[src/rtl/wb_regfile_stage.sv]
// Writeback stage with integrated register file: commits ALU results, serves two
// combinational read ports with same-cycle bypass, and tracks retirement status.
module wb_regfile_stage #(
  parameter int XLEN       = 32,
  parameter int REG_ADDR_W = 5
) (
  input  logic                  clk,
  input  logic                  reset_n,
  input  logic [XLEN-1:0]       alu_result,
  input  logic                  alu_result_ready,
  input  logic [REG_ADDR_W-1:0] reg_wr_addr,
  input  logic                  reg_wr_en,
  input  logic                  wb_stall,
  input  logic [REG_ADDR_W-1:0] rd_addr_a,
  input  logic [REG_ADDR_W-1:0] rd_addr_b,
  output logic [XLEN-1:0]       rd_data_a,
  output logic [XLEN-1:0]       rd_data_b,
  output logic [31:0]           retired_count,
  output logic [REG_ADDR_W-1:0] last_wr_addr,
  output logic                  last_wr_valid
);

  localparam int NREGS = 1 << REG_ADDR_W;

  logic [XLEN-1:0] regs [NREGS];
  logic            accept;
  logic            commit;
  logic            bypass_en;

  // Handshake qualification; bypass is suppressed while reset is held.
  always_comb begin
    accept    = alu_result_ready & ~wb_stall;
    commit    = accept & reg_wr_en & (reg_wr_addr != {REG_ADDR_W{1'b0}});
    bypass_en = commit & reset_n;
  end

  // Register array; entry 0 is never written since commit excludes address 0.
  always_ff @(posedge clk) begin
    if (!reset_n) begin
      for (int i = 0; i < NREGS; i++) begin
        regs[i] <= {XLEN{1'b0}};
      end
    end else if (commit) begin
      regs[reg_wr_addr] <= alu_result;
    end
  end

  // Read port A: x0 forced to zero, then bypass, then stored value.
  always_comb begin
    rd_data_a = {XLEN{1'b0}};
    if (rd_addr_a == {REG_ADDR_W{1'b0}}) begin
      rd_data_a = {XLEN{1'b0}};
    end else if (bypass_en && (rd_addr_a == reg_wr_addr)) begin
      rd_data_a = alu_result;
    end else begin
      rd_data_a = regs[rd_addr_a];
    end
  end

  // Read port B mirrors port A so equal addresses always return equal data.
  always_comb begin
    rd_data_b = {XLEN{1'b0}};
    if (rd_addr_b == {REG_ADDR_W{1'b0}}) begin
      rd_data_b = {XLEN{1'b0}};
    end else if (bypass_en && (rd_addr_b == reg_wr_addr)) begin
      rd_data_b = alu_result;
    end else begin
      rd_data_b = regs[rd_addr_b];
    end
  end

  // Retirement counter counts every accepted result and wraps naturally.
  always_ff @(posedge clk) begin
    if (!reset_n) begin
      retired_count <= 32'd0;
    end else if (accept) begin
      retired_count <= retired_count + 32'd1;
    end
  end

  // Last-write tracking: address holds between commits, valid is a one-cycle pulse.
  always_ff @(posedge clk) begin
    if (!reset_n) begin
      last_wr_addr  <= {REG_ADDR_W{1'b0}};
      last_wr_valid <= 1'b0;
    end else if (commit) begin
      last_wr_addr  <= reg_wr_addr;
      last_wr_valid <= 1'b1;
    end else begin
      last_wr_valid <= 1'b0;
    end
  end

endmodule

[config.mk]
export PLATFORM = sky130hd
export DESIGN_NAME = wb_regfile_stage
export DESIGN_NICKNAME = d
export VERILOG_FILES = /design/src/rtl/wb_regfile_stage.sv
export SDC_FILE = /design/constraint.sdc
export NUM_CORES = 2
export LEC_CHECK = 0
export CORE_MARGIN = 5
export CORE_UTILIZATION = 59
export CTS_BUF_LIST = sky130_fd_sc_hd__clkbuf_8 sky130_fd_sc_hd__clkbuf_16
export DETAILED_ROUTE_END_ITERATION = 6
export PLACE_DENSITY_LB_ADDON = 0.15
export SYNTH_ARGS = -nofsm -noshare
export SYNTH_HDL_FRONTEND = slang
export SYNTH_SLANG_ARGS = --single-unit
[constraint.sdc]
create_clock -name clk -period 6.91 [get_ports clk]
set_input_delay 1.382 -clock clk [delete_from_list [all_inputs] [get_ports clk]]
set_output_delay 1.382 -clock clk [all_outputs]
set_load 0.05 [all_outputs]
==> run summary <==
Setup TNS - 0 ns
Fin. Hold Viols - 0
gr busiest metal - met2
pwr dens - 238.2 nW/µm²
CP Data Required Time - 5.53 ns
hpwl dp - 118000 µm
vias - 40739
die area - 104700 µm²
fin. max-slew vios - 0
post-synthesis adder-cell area fraction - 0.02156%
Boundary Pins - 154
Synth area leaders - edfxtp_1, and2_1, mux2i_1
vias in the first global route - 40353
CP startpoint kind - input port
f_max - 150.3 MHz
Overflow after GRT - 0
most numerous cell in the Yosys netlist - edfxtp_1
Slew HR - 4.939%
number of antenna violations at the first check in global routing - 8
crit-path max FO - 34
Sink Count - 1062
area leader, netlist - edfxtp_1
Crit path arrival time - 5.27 ns
final wirelength - 195500 µm
1st-iter DRT viols - 5886
GRT met3 Usage - 9.870%
CTS tree - done
max cap viols - 0
Area after DPL - 61420 µm²
leading register cell type out of synthesis - edfxtp_1
synth unique cells - 63
synthesis-stage register bit count - 1062
RSZ-0062 raised after global routing - false
worst hold path class - reg -> reg
clock period minus worst slack - 6.654 ns
routed length per instance - 33.46 µm
Global Route met1 Usage - 47.46%
proportion of synthesized area in mux cells - 19.36%
setup violators final - 0
XOR/XNOR share of the synthesized area - 0.5887%
non-filler cells in the finished layout - 5843
number of port buffers - 153
most common library cells after synthesis - edfxtp_1, and2_1, mux2i_1, clkbuf_1, a22oi_1
Core Region - 97990 µm²
status - finished, final reports clean
Post-synth ARST share - 0%
post-cts sizing count - 0
layout cells sized above 1 - 16.02%
first-pass detailed-route iteration total - 6
VDD IR-drop max - 0.2109 mV
Die Wd - 323.6 µm
residual DRC count - 0
drt via density - 6.972
area of the multi-input gates - 24980 µm²
CP Capture Type - output pin
Post-synth EDFFs - 1024
std cell rows - 115
Clock transition at path regs - 0.06 ns
clk root buf - clkbuf_16
Post-CTS Setup Bufs - 0
first-pass GRT wire length - 277600 µm
Placed Cells - 5631
Worst Tran Pin Value - 1.417 ns
die height - 323.6 µm
Yosys top cell area share - 53.00%
design area - 64860 µm²
Setup CP Type - in -> out
syn_area_per_cell - 13.00 µm²
Fill cells - 7074
synthesized area - 58020 µm²
fin util - 66.19%
gp weighted congestion - 0.8794
Cells after Synth - 4465
CTS Buf Count - 111
register area - 31510 µm²
Skew-Pair Late Insertion Delay - 0.70 ns
post-route ant nets - 0
H-tree depth - 3
Syn-to-layout area delta - 11.78%
largest family of logic cells by synthesized area - multiplexers
leakage - 23.71 nW
simple-gate share of the synthesized area - 13.21%
cts hold-fix bufs - 0
skew final - 0.006916 ns
Synth Area in Compound Gates - 8.850%
Yosys warning total - 0
Initial Utilization - 59.21%
Global Route Usage Sum - 36.75%
maximum clock insertion buffer count - 3
Layout Nets - 4510
pin count of the biggest net entering global routing - 79
fin crit share - 96.29%
grt met2 use - 56.80%
register area share after synthesis - 54.31%
## metrics by stage
step	worst slack [ns]	hold slack (ns)	total power, mW
after floorplan	1.866	0.6582	8.945
after global placement	0.7120	0.4540	9.763
after detailed placement	0.6299	0.4592	9.808
after CTS	0.6153	0.4679	15.40
after global routing	0.3005	0.4855	15.82
final	0.2563	0.4614	15.45
## state kept, by name, indices dropped and copies added (netlist names)
| name | count |
|---|---|
| retired_count | 32 |
| last_wr_valid | 1 |
| regs | 1024 |
| last_wr_addr | 5 |
## cells by family (layout without fill, tap and decap cells)
logic type | Yosys count | in the layout
AO/OA/AOI/OAI | 720 | 720
XOR/XNOR | 39 | 39
adder cells (fa/ha/maj) | 1 | 1
buffers and inverters | 490 | 545
flip-flops | 1062 | 1062
multiplexers | 874 | 874
other | 1 | 37
AND/OR/NAND/NOR | 1278 | 1278
## cells in the final DEF, fill, tap and decap left out, types with 31 or more instances in the layout
cell                n
edfxtp_1         1024
and2_1            994
mux2i_1           616
a22oi_1           223
buf_4             195
mux4_2            192
clkbuf_16         116
a21oi_1           112
clkdlybuf4s50_1    78
mux2_2             66
nand2_1            65
a211oi_1           51
buf_12             48
nor2_1             45
a31oi_1            40
inv_1              39
dfxtp_1            38
o31ai_1            37
clkinv_1           37
a22o_1             36
or3_1              34
xnor2_1            34
nor2_2             33
o211ai_1           33
a211o_1            32
conb_1             32
o21ai_4            31
## final timing paths
path / start / endpoint / slack [ns] / depth (start not counted)
hold / removal: last_wr_addr[1] / last_wr_addr[1] / 0.46 / 2
setup / recovery: reg_wr_addr[4] / rd_data_b[12] / 0.26 / 8
setup reg to reg: retired_count[0] / retired_count[18] / 4.68 / 6
hold reg to reg: last_wr_addr[1] / last_wr_addr[1] / 0.46 / 2
## layout make-up
| type | count | share of cell area [%] |
|---|---|---|
| flip-flops and latches | 1062 | 48.58 |
| multi-input cells | 2944 | 38.52 |
| repair buffers | 326 | 5.043 |
| clock buffers | 119 | 4.539 |
| well taps | 1287 | 2.483 |
| clock inverters | 88 | 0.7369 |
| inverters | 12 | 0.07331 |
| diodes | 5 | 0.01929 |
## layer usage
| layer | wire, µm | share of wire (%) |
|---|---|---|
| met4 | 13130 | 6.7 |
| met5 | 13 | 0.0066 |
| met3 | 24610 | 13 |
| met2 | 88080 | 45 |
| met1 | 69660 | 36 |
## power breakdown
part / leakage (nW) / total [mW] / switching, mW / internal [mW]
sequential: 10.0 / 7.55 / 0.171 / 7.38
combinational: 11.9 / 2.19 / 1.39 / 0.798
clock: 1.79 / 5.71 / 2.52 / 3.18
total: 23.7 / 15.4 / 4.09 / 11.4
## critical path: stages
cell and delay (ns):
clkdlybuf4s50_1 0.69, or3_1 0.73, o31ai_4 0.33, buf_4 0.43, buf_4 0.51, o31ai_1 0.14, a31oi_1 0.71, buf_4 0.34
(Power assumes the default switching activity.)
